===== src/rtl/pipe_pkg.sv =====
// Shared pipeline definitions: EX/MEM control bundle, bubble constant and
// register-zero index, used by the result, hazard and forwarding blocks.
package pipe_pkg;

  localparam int unsigned REG_ZERO = 0;

  typedef struct packed {
    logic reg_write;
    logic mem_read;
    logic mem_write;
    logic mem_to_reg;
  } exmem_ctrl_t;

  localparam int unsigned CTRL_W = $bits(exmem_ctrl_t);

  localparam exmem_ctrl_t CTRL_BUBBLE = '0;

  // True when the instruction occupies the data memory port.
  function automatic logic is_mem_access(input exmem_ctrl_t ctrl);
    return ctrl.mem_read | ctrl.mem_write;
  endfunction

endpackage


===== src/rtl/pipe_stage_reg.sv =====
// Generic pipeline register: async reset to zero, hold enable, and a
// synchronous clear that loads a zero bubble. Hold has priority over clear.
module pipe_stage_reg #(
  parameter int unsigned WIDTH = 32
) (
  input  logic             clk,
  input  logic             rst,
  input  logic             hold,
  input  logic             clear,
  input  logic [WIDTH-1:0] d,
  output logic [WIDTH-1:0] q
);

  always_ff @(posedge clk or posedge rst) begin
    if (rst) begin
      q <= '0;
    end else if (!hold) begin
      if (clear) begin
        q <= '0;
      end else begin
        q <= d;
      end
    end
  end

endmodule


===== src/rtl/result_pipeline.sv =====
// EX/MEM and MEM/WB pipeline registers with the data-memory wait handshake:
// a pending access freezes EX/MEM, bubbles MEM/WB and stalls the front end.
module result_pipeline
  import pipe_pkg::*;
#(
  parameter int unsigned DATA_W = 32,
  parameter int unsigned REG_W  = 5,
  parameter int unsigned CNT_W  = 16
) (
  input  logic              clk,
  input  logic              rst,
  input  logic              ExRegWrite,
  input  logic              ExMemRead,
  input  logic              ExMemWrite,
  input  logic              ExMemToReg,
  input  logic [REG_W-1:0]  ExRegRd,
  input  logic [DATA_W-1:0] ExAluResult,
  input  logic [DATA_W-1:0] ExStoreData,
  input  logic              Flush,
  input  logic              MemReady,
  input  logic [DATA_W-1:0] MemReadData,
  output logic              ExMemRegWrite,
  output logic              ExMemMemRead,
  output logic              ExMemMemWrite,
  output logic [REG_W-1:0]  ExMemRegRd,
  output logic [DATA_W-1:0] ExMemAluResult,
  output logic [DATA_W-1:0] ExMemStoreData,
  output logic              MemWbRegWrite,
  output logic [REG_W-1:0]  MemWbRegRd,
  output logic [DATA_W-1:0] MemWbData,
  output logic              PipeStall,
  output logic [CNT_W-1:0]  StallCycles
);

  localparam int unsigned EXMEM_PAY_W = REG_W + 2 * DATA_W;
  localparam int unsigned MEMWB_CTL_W = 1 + REG_W;

  exmem_ctrl_t             ex_ctrl;
  exmem_ctrl_t             exmem_ctrl;
  logic [EXMEM_PAY_W-1:0]  exmem_pay_d;
  logic [EXMEM_PAY_W-1:0]  exmem_pay_q;
  logic [MEMWB_CTL_W-1:0]  memwb_ctl_d;
  logic [MEMWB_CTL_W-1:0]  memwb_ctl_q;
  logic [DATA_W-1:0]       wb_sel;

  // Writes to $zero are dropped here so forwarding never sees them.
  always_comb begin
    ex_ctrl            = CTRL_BUBBLE;
    ex_ctrl.reg_write  = ExRegWrite && (ExRegRd != REG_W'(REG_ZERO));
    ex_ctrl.mem_read   = ExMemRead;
    ex_ctrl.mem_write  = ExMemWrite;
    ex_ctrl.mem_to_reg = ExMemToReg;
  end

  assign exmem_pay_d = {ExRegRd, ExAluResult, ExStoreData};

  // A flush only kills the control bits; the payload is don't-care in a bubble.
  pipe_stage_reg #(.WIDTH(CTRL_W)) u_exmem_ctrl (
    .clk   (clk),
    .rst   (rst),
    .hold  (PipeStall),
    .clear (Flush),
    .d     (ex_ctrl),
    .q     (exmem_ctrl)
  );

  pipe_stage_reg #(.WIDTH(EXMEM_PAY_W)) u_exmem_pay (
    .clk   (clk),
    .rst   (rst),
    .hold  (PipeStall),
    .clear (1'b0),
    .d     (exmem_pay_d),
    .q     (exmem_pay_q)
  );

  assign ExMemRegWrite = exmem_ctrl.reg_write;
  assign ExMemMemRead  = exmem_ctrl.mem_read;
  assign ExMemMemWrite = exmem_ctrl.mem_write;
  assign {ExMemRegRd, ExMemAluResult, ExMemStoreData} = exmem_pay_q;

  assign PipeStall = is_mem_access(exmem_ctrl) && !MemReady;

  assign memwb_ctl_d = {ExMemRegWrite, ExMemRegRd};
  assign wb_sel      = exmem_ctrl.mem_to_reg ? MemReadData : ExMemAluResult;

  // Each stalled cycle pushes a bubble into MEM/WB while the data value holds.
  pipe_stage_reg #(.WIDTH(MEMWB_CTL_W)) u_memwb_ctl (
    .clk   (clk),
    .rst   (rst),
    .hold  (1'b0),
    .clear (PipeStall),
    .d     (memwb_ctl_d),
    .q     (memwb_ctl_q)
  );

  pipe_stage_reg #(.WIDTH(DATA_W)) u_memwb_data (
    .clk   (clk),
    .rst   (rst),
    .hold  (PipeStall),
    .clear (1'b0),
    .d     (wb_sel),
    .q     (MemWbData)
  );

  assign {MemWbRegWrite, MemWbRegRd} = memwb_ctl_q;

  // Saturating stall-cycle counter, cleared only by reset.
  always_ff @(posedge clk or posedge rst) begin
    if (rst) begin
      StallCycles <= '0;
    end else if (PipeStall && (StallCycles != {CNT_W{1'b1}})) begin
      StallCycles <= StallCycles + CNT_W'(1);
    end
  end

endmodule


===== config.mk =====
export PLATFORM = sky130hd
export DESIGN_NAME = result_pipeline
export DESIGN_NICKNAME = d
export VERILOG_FILES = /design/src/rtl/pipe_pkg.sv /design/src/rtl/pipe_stage_reg.sv /design/src/rtl/result_pipeline.sv
export SDC_FILE = /design/constraint.sdc
export NUM_CORES = 1
export LEC_CHECK = 0
export BUFFER_PORTS_ARGS = -buffer_cell sky130_fd_sc_hd__buf_2
export CAP_MARGIN = 20
export CORE_ASPECT_RATIO = 1.75
export CORE_MARGIN = 1
export CORE_UTILIZATION = 51
export DETAILED_ROUTE_END_ITERATION = 6
export GPL_ROUTABILITY_DRIVEN = 0
export GPL_TIMING_DRIVEN = 1
export PLACE_DENSITY_LB_ADDON = 0.12
export SLEW_MARGIN = 20
export SYNTH_ARGS = -nofsm -noshare
export SYNTH_HDL_FRONTEND = slang
export SYNTH_HIERARCHICAL = 1
export SYNTH_SLANG_ARGS = --single-unit

===== constraint.sdc =====
create_clock -name clk -period 2.85 [get_ports clk]
set_input_delay 0.285 -clock clk [delete_from_list [all_inputs] [get_ports clk]]
set_output_delay 0.285 -clock clk [all_outputs]
set_load 0.03 [all_outputs]

==> metrics.log, run 1 <==
[metrics] result of the run: finished, final reports clean
[metrics] average instance area after synthesis: about 14 µm²
[metrics] share of the clock period used by the worst path after layout: 0.734
[metrics] wire length of the first global-routing pass: 21.2 mm
[metrics] count of vias placed by the detailed router: slightly above 4000
[metrics] endpoint of the most critical setup path: u_exmem_pay/q[2]
[metrics] Iter 0 DRT Violations: around 160
[metrics] unrepaired setup endpoints after global routing: false
[metrics] fraction of synthesized cell area taken by the top area cell type: 0.605
[metrics] width of the chip: slightly below 80 µm
[metrics] Pleak: 3.88 nW
[metrics] power density over the cells: 779 nW/µm²
[metrics] required arrival time at the worst endpoint: roughly 3.2 ns
[metrics] most common library cell in the layout ignoring fill and taps: buf_2
[metrics] pin slew with the least headroom to its limit: 0.640 ns
[metrics] setup clock skew after layout: between 0.008 and 0.009 ns
[metrics] final setup vio count: 0
[metrics] Final Hold Viols: 0
[metrics] post-route insts no fill: 749
[metrics] portion of the post-synthesis area used by sequential elements: 0.605
[metrics] post-detailed-route via-to-cell ratio: 5.52
[metrics] area of the core region: 9910 µm²
[metrics] DIE HEIGHT: 136 µm
[metrics] top-level port count: between 200 and 250
[metrics] endpoint arrival time on the critical path: 2.43 ns
[metrics] overall overflow remaining after global route: 0
[metrics] via count of the first global-routing pass: 4208
[metrics] clk buf depth: 2
[metrics] synth warn: 6
[metrics] number of flip-flops and latches in the synthesized netlist: 127
[metrics] number of different library cells in the post-synthesis netlist: 38
[metrics] R2R cell count: 5
[metrics] die footprint: 10700 µm²
[metrics] DRC: 0
[metrics] 1st-pass router iterations: 4
[metrics] Cell Rows: 48
[metrics] switching part of the total: 0.308
[metrics] largest area contributor in the synthesized netlist: dfrtp_1
[metrics] maximum number of pins on one net before global-route repair: 58
[metrics] post-CTS repair timing setup buffer count: 0
[metrics] total length of routed wires: between 10 and 15 mm
[metrics] crit path kind: register to register
[metrics] CTS HTree Levels: 4
[metrics] tightest hold margin: 0.0818 ns
[metrics] critical register-to-register path endpoint: u_exmem_pay/q[2]
[metrics] Max Cap Violations: 0
[metrics] async set or reset register ratio after synthesis: 1.00
[metrics] number of sinks handled by clock tree synthesis: 127
[metrics] headroom to the max-slew limit: 0.573
[metrics] startpoint types: register
[metrics] portion of total power attributed to sequential cells: 0.390
[metrics] leading register cell type out of synthesis: dfrtp_1
[metrics] fraction of final layout cells sized beyond drive strength 1: 0.514
[metrics] fmax: 478 MHz
[metrics] final worst path period need: 2.09 ns
[metrics] GR Util All Layers: 0.263
[metrics] Comb power frac: 0.211
[metrics] placed cells: 715
[metrics] switching pwr: 1.71 mW
[metrics] placed wire-length estimate: 9.59 mm
[metrics] hold-fix buffers at CTS: 1
[metrics] maximum resistive drop on vdd: 0.476 mV
[metrics] number of antenna violations at the first check in global routing: 1
[metrics] Clock Pin Slew Worst Setup and Hold Paths: 0.06 ns
[metrics] final setup TNS: 0 ns
[metrics] Starting Density: 0.530
[metrics] clock insertion delay at the later pin of the skew report: 0.41 ns
[metrics] layout overhead on the synthesized area: 35.5%
[metrics] Worst setup startpoint: u_exmem_ctrl/q[1]
[metrics] endpoint class of the critical path: register
[metrics] port buffer count: between 200 and 250
[metrics] worst hold-check path type: input port to register
[metrics] number of synthesized flops with an enable pin: 0
[metrics] synthesized area: around 5300 µm²
[metrics] highest-count cells in the layout ignoring fill and taps: 235 x buf_2, 127 x dfrtp_1, 107 x a22o_1, 33 x mux2_2, 17 x clkbuf_16
[metrics] DRT antenna net count: 0
[metrics] cell types occupying the most area after synthesis: dfrtp_1 61%, a22o_1 18%, mux2_2 7.1%
[metrics] Resized Gates After CTS: 0
[metrics] Clock power frac: 0.399
[metrics] post-synthesis cell count: 372
[metrics] average wire length per cell after detail routing: 18.1 µm
[metrics] TritonCTS clock tree: yes
[metrics] cell at the root of the clock tree: clkbuf_16
[metrics] Internal Dissipation: 3.83 mW
[metrics] layout net count: 720
[metrics] number of CTS-inserted buffers: 17
[metrics] Max Transition Viols Final: 0
[metrics] register-to-register setup slack: 0.76 ns
[metrics] startpoint of the worst-slack reg-to-reg timing path: u_exmem_ctrl/q[1]
[metrics] highest fanout seen on the critical path: 57
## worst max-delay path, cell delays in order, from the launching register on
cell and delay, ns:
dfrtp_1 0.40, o21bai_2 0.38, inv_4 0.29, nor2_4 0.40, buf_12 0.30, a22o_1 0.18
## worst min-delay path by stage
stage	cells after the start	startpoint	end	slack, ns
4_1_cts	2	ExStoreData[11]	u_exmem_pay/q[11]	0.07
5_1_grt	2	ExAluResult[5]	u_exmem_pay/q[37]	0.08
2_1_floorplan	1	rst	u_exmem_ctrl/q[0]	0.05
3_3_place_gp	2	rst	u_exmem_ctrl/q[0]	0.23
3_5_place_dp	2	rst	u_exmem_ctrl/q[0]	0.24
6_report	2	ExAluResult[5]	u_exmem_pay/q[37]	0.08
## registers in the layout, summed over array words and instances, names as in the netlist
signal	cells
u_memwb_data/q	32
u_exmem_pay/q	69
u_exmem_ctrl/q	4
StallCycles	16
u_memwb_ctl/q	6
## cells by family (layout without fill, tap and decap cells)
family,count (synthesis),in the layout,share of synthesized area
flip-flops,127,127,0.605
AO/OA/AOI/OAI,121,121,0.200
AND/OR/NAND/NOR,40,40,0.0555
buffers and inverters,35,282,0.0410
multiplexers,34,34,0.0736
XOR/XNOR,13,13,0.0217
adder cells (fa/ha/maj),1,1,0.00238
other,1,6,0.000714
## layout make-up
class / count / area, µm²
Fill cell: 741 / 2800
Antenna cell: 1 / 2.50
Inverter: 8 / 32.5
Sequential cell: 127 / 3180
Multi-Input combinational cell: 214 / 1870
Tap cell: 125 / 156
Timing Repair Buffer: 242 / 1260
Clock inverter: 13 / 163
Clock buffer: 19 / 453
## power groups by stage
stage	logic [mW]	registers (mW)	clock network, mW
after floorplan	0.429	2.55	0
after global placement	1.15	2.18	0
after detailed placement	1.18	2.19	0
after CTS	1.18	2.16	2.24
after global routing	1.24	2.19	2.32
final	1.17	2.16	2.21
## through the flow
step / total power, mW / setup slack (ns) / utilization / instance area [µm²]
2_1_floorplan: 2.97 / 0.803 / - / 5270
3_3_place_gp: 3.33 / 0.903 / 0.655 / 6490
3_5_place_dp: 3.37 / 0.817 / 0.655 / 6490
4_1_cts: 5.58 / 0.803 / 0.718 / 7110
5_1_grt: 5.75 / 0.626 / 0.718 / 7110
6_report: 5.54 / 0.758 / 0.718 / 7110
## Yosys cell counts, types with 4 or more instances
cell	instances
dfrtp_1	127
a22o_1	107
mux2_2	33
buf_2	13
xnor2_1	10
buf_6	9
inv_1	8
nand2_1	6
nand3_1	6
clkbuf_1	5
nand2b_1	4
nor2_1	4
o21ai_0	4
## routing by layer
layer | share of wire | wire [µm] | track usage | vias up
met2 | 0.54 | 7330 | 0.449 | 175
met3 | 0.069 | 939 | 0.0893 | 18
met5 | 0.00096 | 13 | 0 | -
met1 | 0.37 | 5090 | 0.305 | 2053
li1 | - | - | - | 1886
met4 | 0.015 | 210 | 0.0947 | 2
Note: power is estimated with default switching activity, not from simulation.
==> run 2, diff against run 1 <==
--- a/config.mk
+++ b/config.mk
@@ -9,7 +9,7 @@
 export CAP_MARGIN = 20
 export CORE_ASPECT_RATIO = 1.75
 export CORE_MARGIN = 1
-export CORE_UTILIZATION = 51
+export CORE_UTILIZATION = 43
 export DETAILED_ROUTE_END_ITERATION = 6
 export GPL_ROUTABILITY_DRIVEN = 0
 export GPL_TIMING_DRIVEN = 1
==> constraint.sdc (replaced) <==
create_clock -name clk -period 1.8 [get_ports clk]
set_input_delay 0.18 -clock clk [delete_from_list [all_inputs] [get_ports clk]]
set_output_delay 0.18 -clock clk [all_outputs]
set_load 0.03 [all_outputs]
==> run 2 against run 1 <==
  * Critical path depth grew 2
  * First-iteration DRC count down 16%
  * Sequential power grew 57%
  * Flip-flop and latch count unchanged
  * Count of clock-buffer cells in the layout stayed put
  * Utilization shrank 5.1 points
  * Largest cell class unchanged
  * Largest power group unchanged
  * Highest routed layer is now met4
==> metrics.log, run 2 (synthesis results as in run 1) <==
[metrics] Power, Total: 9.26 mW (was 5.54 mW)
[metrics] Max Cap Violations: 0 (unchanged)
[metrics] most common library cell in the layout ignoring fill and taps: buf_2 (unchanged)
[metrics] layout overhead on the synthesized area: 51.6% (was 35.5%)
[metrics] placed wire-length estimate: 9.70 mm (was 9.59 mm)
[metrics] average wire length per cell after detail routing: 17.4 µm (was 18.1 µm)
[metrics] clock insertion delay at the later pin of the skew report: 0.41 ns (about the same)
[metrics] Worst Slack Setup Final: 0.145 ns (was 0.758 ns)
[metrics] setup clock skew after layout: 0.0124 ns (was 0.00877 ns)
[metrics] number of CTS-inserted buffers: 17 (unchanged)
[metrics] final worst path period need: 1.66 ns (was 2.09 ns)
[metrics] Clock power frac: 0.409 (was 0.399)
[metrics] number of antenna violations at the first check in global routing: 2 (was 1)
[metrics] width of the chip: 85.5 µm (was 78.7 µm)
[metrics] TritonCTS clock tree: yes (unchanged)
[metrics] unrepaired setup endpoints after global routing: false (unchanged)
[metrics] DRC: 0 (unchanged)
[metrics] clk buf depth: 2 (unchanged)
[metrics] portion of total power attributed to sequential cells: 0.367 (was 0.390)
[metrics] cell class contributing the biggest share of worst-path delay: buffers and inverters (unchanged)
[metrics] endpoint class of the critical path: register (unchanged)
[metrics] maximum resistive drop on vdd: 0.694 mV (was 0.476 mV)
[metrics] worst hold-check path type: input port to register (unchanged)
[metrics] combined area of the multi-input logic cells: 1880 µm² (was 1870 µm²)
[metrics] headroom to the max-slew limit: 0.567 (was 0.573)
[metrics] area of the core region: 11900 µm² (was 9910 µm²)
[metrics] overall overflow remaining after global route: 0 (unchanged)
[metrics] result of the run: finished, final reports clean (unchanged)
[metrics] endpoint arrival time on the critical path: 1.99 ns (was 2.43 ns)
[metrics] most used cell along the critical path: buf_12
[metrics] Max Transition Viols Final: 0 (unchanged)
[metrics] final setup TNS: 0 ns (unchanged)
[metrics] crit path kind: register to register (unchanged)
[metrics] power density over the cells: 1160 nW/µm² (was 779 nW/µm²)
[metrics] post-route insts no fill: 838 (was 749)
[metrics] Clock Pin Slew Worst Setup and Hold Paths: 0.05 ns (was 0.06 ns)
[metrics] top-level port count: 236 (unchanged)
[metrics] total length of routed wires: 14.6 mm (was 13.6 mm)
[metrics] placed cells: 738 (was 715)
[metrics] cell at the root of the clock tree: clkbuf_16 (unchanged)
[metrics] largest register by flop count: u_exmem_pay/q (unchanged)
[metrics] max reg flops: 69 (unchanged)
[metrics] maximum number of pins on one net before global-route repair: 69 (was 58)
[metrics] Comb power frac: 0.223 (was 0.211)
[metrics] GR Util All Layers: 0.232 (was 0.263)
[metrics] wire length of the first global-routing pass: 22.6 mm (was 21.2 mm)
[metrics] Resized Gates After CTS: 0 (unchanged)
[metrics] Critical path buffers and inverters: 4 (was 2)
[metrics] fraction of final layout cells sized beyond drive strength 1: 0.478 (was 0.514)
[metrics] switching pwr: 2.75 mW (was 1.71 mW)
[metrics] 1st-pass router iterations: 5 (was 4)
[metrics] CTS HTree Levels: 4 (unchanged)
[metrics] DIE HEIGHT: 148 µm (was 136 µm)
[metrics] startpoint types: register (unchanged)
[metrics] DRT antenna net count: 0 (unchanged)
[metrics] pin slew with the least headroom to its limit: 0.649 ns (was 0.640 ns)
[metrics] Cell Chain, Critical Path: o21bai_4 -> clkinvlp_4 -> buf_4 -> buf_12 -> nor2_8 -> buf_12 -> a22o_1 (was o21bai_2 -> inv_4 -> nor2_4 -> buf_12 -> a22o_1)
[metrics] Critical Path Slowest Stage Cell: dfrtp_2 (was dfrtp_1)
[metrics] die footprint: 12700 µm² (was 10700 µm²)
[metrics] delay contributed by the slowest stage of the critical path: 0.43 ns (was 0.40 ns)
[metrics] switching part of the total: 0.297 (was 0.308)
[metrics] highest-count cells in the layout ignoring fill and taps: 235 x buf_2, 125 x dfrtp_1, 107 x a22o_1, 65 x dlygate4sd3_1, 33 x mux2_2 (was 235 x buf_2, 127 x dfrtp_1, 107 x a22o_1, 33 x mux2_2, 17 x clkbuf_16)
[metrics] Starting Density: 0.440 (was 0.530)
[metrics] count of vias placed by the detailed router: 4385 (was 4134)
[metrics] port buffer count: 235 (unchanged)
[metrics] Final Hold Viols: 0 (unchanged)
[metrics] Top Registers: u_exmem_pay/q x69, u_memwb_data/q x32, StallCycles x16 (unchanged)
[metrics] required arrival time at the worst endpoint: 2.13 ns (was 3.19 ns)
[metrics] DP Area: 6640 µm² (was 6490 µm²)
[metrics] Iter 0 DRT Violations: 130 (was 155)
[metrics] sequential cell area: 3180 µm² (about the same)
[metrics] post-detailed-route via-to-cell ratio: 5.23 (was 5.52)
[metrics] Internal Dissipation: 6.51 mW (was 3.83 mW)
[metrics] Fill cells: 922 (was 741)
[metrics] Cell Rows: 53 (was 48)
[metrics] final setup vio count: 0 (unchanged)
[metrics] via count of the first global-routing pass: 4619 (was 4208)
[metrics] setup slack at placement: 0.179 ns (was 0.817 ns)
[metrics] Pleak: 4.23 nW (was 3.88 nW)
[metrics] fin area: 7960 µm² (was 7110 µm²)
[metrics] highest fanout seen on the critical path: 45 (was 57)
[metrics] share of the clock period used by the worst path after layout: 0.920 (was 0.734)
[metrics] number of sinks handled by clock tree synthesis: 127 (unchanged)
[metrics] layout net count: 796 (was 720)
[metrics] fmax: 604 MHz (was 478 MHz)
[run 2: worst paths after layout]
| check | from | endpoint | cells after the start | slack [ns] |
|---|---|---|---|---|
| setup / recovery | u_exmem_ctrl/q[2] | u_memwb_data/q[18] | 7 | 0.14 |
| hold / removal | ExStoreData[5] | u_exmem_pay/q[5] | 2 | 0.02 |
| setup reg to reg | u_exmem_ctrl/q[2] | u_memwb_data/q[18] | 7 | 0.14 |
| hold reg to reg | u_memwb_data/q[30] | u_memwb_data/q[30] | 2 | 0.50 |
| max in group asynchronous | rst | u_exmem_pay/q[58] | 4 | 0.73 |
| min in group asynchronous | rst | u_exmem_ctrl/q[2] | 3 | 0.29 |
[run 2: power by group through the flow]
stage	Clock (mW)	Sequential, mW	Combinational [mW]
6_report	3.79	3.40	2.07
5_1_grt	3.98	3.44	2.19
4_1_cts	3.87	3.40	2.08
3_5_place_dp	0	3.44	1.96
3_3_place_gp	0	3.43	1.93
2_1_floorplan	0	4.03	0.693
[run 2: metrics by stage]
step	hold WS [ns]	utilization
detailed placement	0.137	0.556
CTS	0.00163	0.667
global route	0.00950	0.667
finish	0.0221	0.667
global placement	0.129	0.556
floorplan	-0.0541	-
[run 2: cell type report]
class / count / area share
Inverter: 8 / 0.00471
Sequential cell: 127 / 0.399
Timing Repair Buffer: 318 / 0.254
Antenna cell: 2 / 0.000629
Tap cell: 137 / 0.0215
Multi-Input combinational cell: 214 / 0.236
Clock buffer: 19 / 0.0569
Clock inverter: 13 / 0.0264
[run 2: routing by layer]
| metal | global-route usage | part of all wire | vias up |
|---|---|---|---|
| li1 | - | - | 2039 |
| met1 | 0.250 | 0.38 | 2143 |
| met2 | 0.417 | 0.54 | 175 |
| met3 | 0.0605 | 0.051 | 28 |
| met4 | 0.113 | 0.031 | 0 |
| met5 | 0 | 0 | - |
[run 2: timing repair]
action                                  in CTS  in global routing
setup buffers                                1                  0
endpoints found under the hold margin      141                  0
hold buffers                                65                  0
endpoints found under the setup margin       1                  0
